[src/rtl/jar_ctrl_pkg.sv]
// jar_ctrl_pkg: shared types and defaults for the JARchitecture run-control
// logic (Start/Ack responder and its helpers).
//   ctrl_state_t : run-control FSM state encoding
//   PC_W_DEF     : default program counter width
//   CNT_W_DEF    : default run-cycle counter width
package jar_ctrl_pkg;

  localparam int PC_W_DEF  = 10;
  localparam int CNT_W_DEF = 16;

  typedef enum logic [1:0] {
    IDLE = 2'd0,
    INIT = 2'd1,
    RUN  = 2'd2,
    DONE = 2'd3
  } ctrl_state_t;

endpackage

[src/rtl/start_edge_det.sv]
// start_edge_det: rising-edge detector for the host Start level.
//   clk   in  system clock, rising edge
//   rst_n in  asynchronous active-low reset
//   start in  Start level from host
//   rise  out one-cycle pulse: start & ~start_prev
// start_prev resets to 0, so a Start already high when reset releases is
// seen as a rise on the first edge.
module start_edge_det (
  input  logic clk,
  input  logic rst_n,
  input  logic start,
  output logic rise
);

  logic start_prev_d, start_prev_q;

  always_comb begin
    start_prev_d = start;
  end

  always_ff @(posedge clk or negedge rst_n) begin
    if (!rst_n) start_prev_q <= 1'b0;
    else        start_prev_q <= start_prev_d;
  end

  assign rise = start & ~start_prev_q;

endmodule

[src/rtl/start_ack_ctrl.sv]
// start_ack_ctrl: responder side of the Start/Ack run handshake for the
// JARchitecture core. A Start rise loads the PC (PcInit), the core then
// advances (RunEn) until the decoder flags a halt, after which Ack is held
// until the next Start rise. A saturating counter records RUN cycles.
//
// Ports:
//   Clk        in   system clock, rising edge
//   Reset      in   asynchronous active-low reset
//   Start      in   run request level from host
//   Halt       in   current instruction is the halt opcode
//   Ack        out  run finished
//   RunEn      out  core advance enable
//   PcInit     out  one-cycle PC load pulse
//   StartPc    out  constant START_PC
//   CycleCount out  RUN cycles of the current or last run
//   Timeout    out  last run ended by the watchdog
//
// Build option: define START_ACK_WATCHDOG_EN to stop a run that reaches
// WDOG_LIMIT RUN cycles without a halt. Without it Timeout is constant 0.
import jar_ctrl_pkg::*;

module start_ack_ctrl #(
  parameter int              PC_W       = PC_W_DEF,
  parameter logic [PC_W-1:0] START_PC   = '0,
  parameter int              CNT_W      = CNT_W_DEF,
  parameter int unsigned     WDOG_LIMIT = 65535
) (
  input  logic             Clk,
  input  logic             Reset,
  input  logic             Start,
  input  logic             Halt,
  output logic             Ack,
  output logic             RunEn,
  output logic             PcInit,
  output logic [PC_W-1:0]  StartPc,
  output logic [CNT_W-1:0] CycleCount,
  output logic             Timeout
);

`ifdef START_ACK_WATCHDOG_EN
  localparam bit WDOG_ON = 1'b1;
`else
  localparam bit WDOG_ON = 1'b0;
`endif

  localparam logic [CNT_W-1:0] CNT_MAX  = '1;
  localparam logic [CNT_W-1:0] WDOG_CNT = CNT_W'(WDOG_LIMIT);

  logic             start_rise;
  ctrl_state_t      state_d, state_q;
  logic [CNT_W-1:0] cycle_count_d, cycle_count_q;
  logic [CNT_W-1:0] cnt_inc;
  logic             timeout_d, timeout_q;
  logic             ack_d, ack_q;
  logic             run_en_d, run_en_q;
  logic             pc_init_d, pc_init_q;
  logic             wdog_stop;

  start_edge_det u_edge (
    .clk   (Clk),
    .rst_n (Reset),
    .start (Start),
    .rise  (start_rise)
  );

  // Saturating increment: the counter sticks at all-ones instead of wrapping.
  assign cnt_inc = (cycle_count_q == CNT_MAX) ? cycle_count_q
                                              : cycle_count_q + CNT_W'(1);

  // Watchdog only fires when no halt is present; halt takes priority.
  // With the feature compiled out WDOG_ON folds this to 0.
  assign wdog_stop = WDOG_ON && (cycle_count_q == WDOG_CNT) && !Halt;

  always_comb begin
    state_d       = state_q;
    cycle_count_d = cycle_count_q;
    timeout_d     = timeout_q;
    case (state_q)
      IDLE: if (start_rise) state_d = INIT;
      INIT: state_d = RUN;  // Halt deliberately ignored here
      RUN: begin
        // Start rises in RUN are dropped; Halt wins over a simultaneous rise.
        if (Halt) begin
          state_d       = DONE;
          cycle_count_d = cnt_inc;  // the halting edge still counts
        end else if (wdog_stop) begin
          state_d   = DONE;
          timeout_d = 1'b1;
        end else begin
          cycle_count_d = cnt_inc;
        end
      end
      DONE:    if (start_rise) state_d = INIT;
      default: state_d = IDLE;
    endcase

    // Clear run statistics on entry to INIT so they read 0 during INIT.
    if (state_d == INIT) begin
      cycle_count_d = '0;
      timeout_d     = 1'b0;
    end

    // Moore outputs registered alongside the state they decode.
    ack_d     = (state_d == DONE);
    run_en_d  = (state_d == RUN);
    pc_init_d = (state_d == INIT);
  end

  always_ff @(posedge Clk or negedge Reset) begin
    if (!Reset) begin
      state_q       <= IDLE;
      cycle_count_q <= '0;
      timeout_q     <= 1'b0;
      ack_q         <= 1'b0;
      run_en_q      <= 1'b0;
      pc_init_q     <= 1'b0;
    end else begin
      state_q       <= state_d;
      cycle_count_q <= cycle_count_d;
      timeout_q     <= timeout_d;
      ack_q         <= ack_d;
      run_en_q      <= run_en_d;
      pc_init_q     <= pc_init_d;
    end
  end

  assign Ack        = ack_q;
  assign RunEn      = run_en_q;
  assign PcInit     = pc_init_q;
  assign StartPc    = START_PC;
  assign CycleCount = cycle_count_q;
  assign Timeout    = timeout_q;  // constant 0 unless the watchdog is built in

endmodule

[config.mk]
export PLATFORM = sky130hd
export DESIGN_NAME = start_ack_ctrl
export DESIGN_NICKNAME = d
export VERILOG_FILES = /design/src/rtl/jar_ctrl_pkg.sv /design/src/rtl/start_edge_det.sv /design/src/rtl/start_ack_ctrl.sv
export SDC_FILE = /design/constraint.sdc
export NUM_CORES = 1
export LEC_CHECK = 0
export CAP_MARGIN = 20
export CORE_MARGIN = 2
export CORE_UTILIZATION = 35
export DETAILED_ROUTE_END_ITERATION = 12
export PLACE_DENSITY = 0.68
export SYNTH_ARGS = -nofsm -noshare
export SYNTH_HDL_FRONTEND = slang
export SYNTH_SLANG_ARGS = --single-unit
[constraint.sdc]
create_clock -name Clk -period 2.2 [get_ports Clk]
set_input_delay 0.55 -clock Clk [delete_from_list [all_inputs] [get_ports Clk]]
set_output_delay 0.55 -clock Clk [all_outputs]
set_load 0.02 [all_outputs]
=== Word level (Yosys, flattened, before mapping) ===
Index checks and enable logic that the tools add are counted.

* Add/subtract/negate cells: 1
* Equality and inequality tests: 8
* Muxes and demuxes: 6
* Bitwise operators: 2
* Reductions and logical operators: 4

{| class="wikitable"
|+ Operators with widths
! cell !! count
|-
| $mux 16 || 3
|-
| $add 16x1->16 const B || 1
|-
| $eq 16x16->1 const B || 1
|-
| $eq 2x2->1 const B || 4
|-
| $pmux 2 s3 || 1
|-
| $eq 2x1->1 const B || 2
|-
| $mux 2 || 2
|-
| $logic_not 2->1 || 1
|-
| $ne 2x2->1 const B || 1
|-
| $reduce_and 2->1 || 1
|-
| $reduce_bool 2->1 || 1
|-
| $reduce_or 2->1 || 1
|-
| $and 1x1->1 || 1
|-
| $not 1->1 || 1
|}

* Register bits after elaboration: 22
* Output and inout port bits: 30

=== Depth between registers and ports, before layout ===
* Depth after elaboration: 7
* Mapped depth: 7
* Depth with buffers taken out: 6

=== Modules after synthesis ===
Synthesis repeated with hierarchy kept, for this count alone.

* Cell total of the unflattened synthesis: 127
* Area, all modules: 1292.5 um^2

{| class="wikitable"
|+ By module, submodules not included
! module !! instances !! cells each !! area each (um^2) !! seq. area each (um^2)
|-
| start_ack_ctrl || 1 || 125 || 1253.7 || 525.5
|-
| start_edge_det || 1 || 2 || 38.8 || 25.0
|}

=== Least setup slack after synthesis ===
Ideal clock, no wire load.

* Kind: reg2reg
* Start: reg cycle_count_q[0], in the netlist CycleCount[0]
* End: reg cycle_count_q[14], in the netlist CycleCount[14]
* Library setup time: 0.078 ns
* Arrival: 1.890 ns
* Path slack: 0.232 ns
* Stages on the path, launching flop included: 7
* Path buffers: 1
* Cells stage by stage: dfrtp_1 ha_1 nand3_1 or3_1 buf_2 or4_1 a21oi_1

* Longest elaborated chain between the ends: 4
* Elaborated cells between the ends (all ways): 7
* Classes of those cells: add/sub (1); eq/ne (2); mux (3); reduce/logical (1)

{| class="wikitable"
|+ RTL lines
! element !! RTL line !! source
|-
| start, declared || start_ack_ctrl.sv:51 || <nowiki>logic [CNT_W-1:0] cycle_count_d, cycle_count_q;</nowiki>
|-
| start signal, assigned || start_ack_ctrl.sv:119 || <nowiki>cycle_count_q <= cycle_count_d;</nowiki>
|-
| $add 16x1->16 || start_ack_ctrl.sv:68 || <nowiki>: cycle_count_q + CNT_W'(1);</nowiki>
|-
| $mux 16 || start_ack_ctrl.sv:67 || <nowiki>assign cnt_inc = (cycle_count_q == CNT_MAX) ? cycle_count_q</nowiki>
|-
| $mux 16 || start_ack_ctrl.sv:78 || <nowiki>case (state_q)</nowiki>
|-
| $mux 16 || start_ack_ctrl.sv:98 || <nowiki>if (state_d == INIT) begin</nowiki>
|}

Several ways; a longest one is shown, not always the timed one. The select of a mux whose other input is x is not followed.
A chain may end at the register's enable or synchronous reset.

=== Final worst setup path ===
* Start: reg cycle_count_q[8], in the netlist CycleCount[8]
* End: out CycleCount[8]

{| class="wikitable"
|+ RTL lines
! element !! RTL line !! source
|-
| end, declared || start_ack_ctrl.sv:36 || <nowiki>output logic [CNT_W-1:0] CycleCount,</nowiki>
|}

No word-level cell between the ends.

==> key figures <==
Power and ir drop
  • Comb pwr share: 0.418
  • Pwr Total: 1.32 mW
  • Pint: 0.799 mW
  • Flop pwr share: 0.412
  • Clock Power Share: 0.170
  • P per Cell Area: 868 nW/um^2
  • Leakage power: 0.597 nW
  • Sw power: 0.524 mW
  • Switching share of total power: 0.396
  • Peak supply drop: 0.592 mV

Floorplan
  • Initial core utilization: 0.367
  • Die area: 4020 sq um
  • Die Y: 63.4 um
  • Core area: 3360 sq um
  • Rows: 21
  • DIE WIDTH: 63.4 um
  • I/O pin count: 34

Outcome
  • Outcome: finished clean

Drt
  • M1 wire length: 1.23 mm
  • Drt pass-1 iters: 4
  • DR WL/cell: 13.5 um
  • Initial DRC Count: 27
  • Total number of vias: 1,091
  • DRT antenna net count: 0
  • Final WL: 2.78 mm
  • Drt drc: 0
  • Wire length on met3: 132 um
  • WL met2: 1.41 mm
  • Via/cell ratio: 5.30
  • Highest metal used: met4

Synthesis
  • Asr flop ratio synth: 1.00
  • Area leader, netlist: dfrtp_1
  • Mean Syn Cell Area: 9.21 sq um
  • Number of synthesized flops with an enable pin: 0
  • Netlist cell types: 32
  • Synth top area cells: dfrtp_1, buf_4, a21oi_1
  • Yosys warnings: 0
  • Post-synth top area share: 0.446
  • Cell count after synthesis: 134
  • Synth Register Bits: 22
  • Commonest register cell after synthesis: dfrtp_1
  • Cell Area, Synth: 1230 sq um
  • Register area share after synthesis: 0.446

Timing
  • Tcrit/Tclk final: 0.912
  • Slew at the pin with the worst max-slew slack: 0.572 ns
  • Min Tclk post-route: 2.01 ns
  • Total negative slack: 0 ns
  • Fmax: 498 MHz
  • Endpoints failing setup: 0
  • RSZ-0062 raised after global routing: no
  • Slew HR: 0.616
  • Fin. Hold Viols: 0
  • Skew final: 0.000991 ns
  • Slew Limit Fails: 0

Cells and area
  • Layout Nets: 169
  • Area delta synth->final: 23.6%
  • Commonest cells after routing, fill and taps aside: dfrtp_1, clkdlybuf4s50_1, a21oi_1, conb_1, nand2_1
  • Diode count: 0
  • Share of cells above drive strength 1: 0.0875
  • Fin area: 1530 sq um

Run
  • Max-cap viol count: 0

Clocking
  • Worst-path clk slew: 0.12 ns
  • Root Buffer Master: clkbuf_4
  • Clock sinks: 22
  • Bufs on Longest Clock Path: 2
  • Worst-skew pair later-pin latency: 0.31 ns
  • Cts bufs inserted: 3
  • TritonCTS clock tree: done
  • H-tree levels: 1

Critical path
  • CP Max Fanout: 8
  • Slowest CP cell: clkdlybuf4s50_1
  • Critical path type: flop to output port
  • CP cell instances: clkdlybuf4s50_1
  • Crit end category: output port
  • Arr. time, crit path: 1.46 ns
  • CP top delay family: buffers and inverters
  • Startpoint types: flop
  • Critical path's largest stage delay: 0.65 ns
  • Buf/Inv on CP: 1
  • Crit path required time: 1.65 ns

Placed design
  • DP Wirelength: 2.05 mm
  • Placed instance area: 1480 sq um
  • Placer congestion estimate: 0.768
  • Port Buffers: 22

Global route
  • First-pass GRT wire length: 4.66 mm
  • Vias in the first global route: 1,038
  • Total Routing Usage GR: 0.142
  • Gr ovfl total: 0
  • Number of antenna violations at the first check in global routing: 0
  • Pin count of the biggest net entering global routing: 23

Worst hold path
  • Worst hold path type: flop to flop
power groups by stage:
stage                     Sequential (mW)  Clock (mW)  Combinational (mW)
final                               0.545       0.226               0.553
after CTS                           0.546       0.235               0.559
after global routing                0.560       0.246               0.620
after floorplan                     0.599           0               0.299
after global placement              0.547           0               0.532
after detailed placement            0.554           0               0.556
flip-flops by register name, indices dropped and copies added, names as in the netlist:
register,cells
u_edge.start_prev_q,1
RunEn,1
state_q,2
CycleCount,16
PcInit,1
Ack,1
path summary, 6_finish.rpt:
path	cells after the start	slack [ns]	end	from
max reg2reg	5	0.19	CycleCount[12]$_DFFE_PN0P_	CycleCount[0]$_DFFE_PN0P_
max	1	0.19	CycleCount[8]	CycleCount[8]$_DFFE_PN0P_
max in group asynchronous	2	1.40	CycleCount[0]$_DFFE_PN0P_	Reset
min in group asynchronous	2	0.58	CycleCount[14]$_DFFE_PN0P_	Reset
min	1	0.56	CycleCount[6]$_DFFE_PN0P_	CycleCount[6]$_DFFE_PN0P_
min reg2reg	1	0.56	CycleCount[6]$_DFFE_PN0P_	CycleCount[6]$_DFFE_PN0P_
cell usage after synthesis (2+ instances only):
cell / instances
a211oi_1: 3
a21oi_1: 13
buf_4: 11
clkbuf_1: 2
dfrtp_1: 22
ha_1: 4
inv_1: 3
nand2_1: 9
nand3_1: 5
nand4_1: 6
nor2_1: 7
nor2b_1: 2
nor3_1: 7
nor4_1: 2
o21ai_0: 8
o31ai_1: 5
or3_1: 6
or4_1: 5
per-layer routing:
metal / vias to the layer above / global-route usage
met5: - / 0
met1: 530 / 0.187
li1: 529 / -
met3: 2 / 0.0357
met2: 30 / 0.242
met4: 0 / 0.0190
metrics by stage:
stage | cells | hold slack [ns] | worst slack [ns] | utilization
after global placement | 202 | 0.539 | 0.216 | 0.441
after floorplan | 144 | 0.254 | 0.232 | -
after CTS | 206 | 0.564 | 0.154 | 0.452
final | 206 | 0.562 | 0.194 | 0.453
after detailed placement | 202 | 0.543 | -0.00523 | 0.441
after global routing | 206 | 0.594 | 0.0272 | 0.453
timing repair:
item / in CTS / in global routing
hold buffers: 0 / 0
setup buffers: 0 / 0
endpoints found under the setup margin: 0 / 2
gates resized for setup: 0 / 1
cells by family (layout without fill, tap and decap cells):
group,Yosys count,after routing,synth area share
compound gates,34,34,0.170
fa+ha+maj,4,4,0.0406
simple gates,55,55,0.251
other cells,1,11,0.00304
buf+inv,18,34,0.0892
flops,22,22,0.446
area by class of cell:
type,count,area [sq um]
fillers,355,1840
multi-input cells,104,616
flip-flops and latches,22,551
repair buffers,26,250
well taps,46,57.6
clock buffers,4,36.3
inverters,4,15.0
No activity file was read; power rests on OpenSTA's default activity.
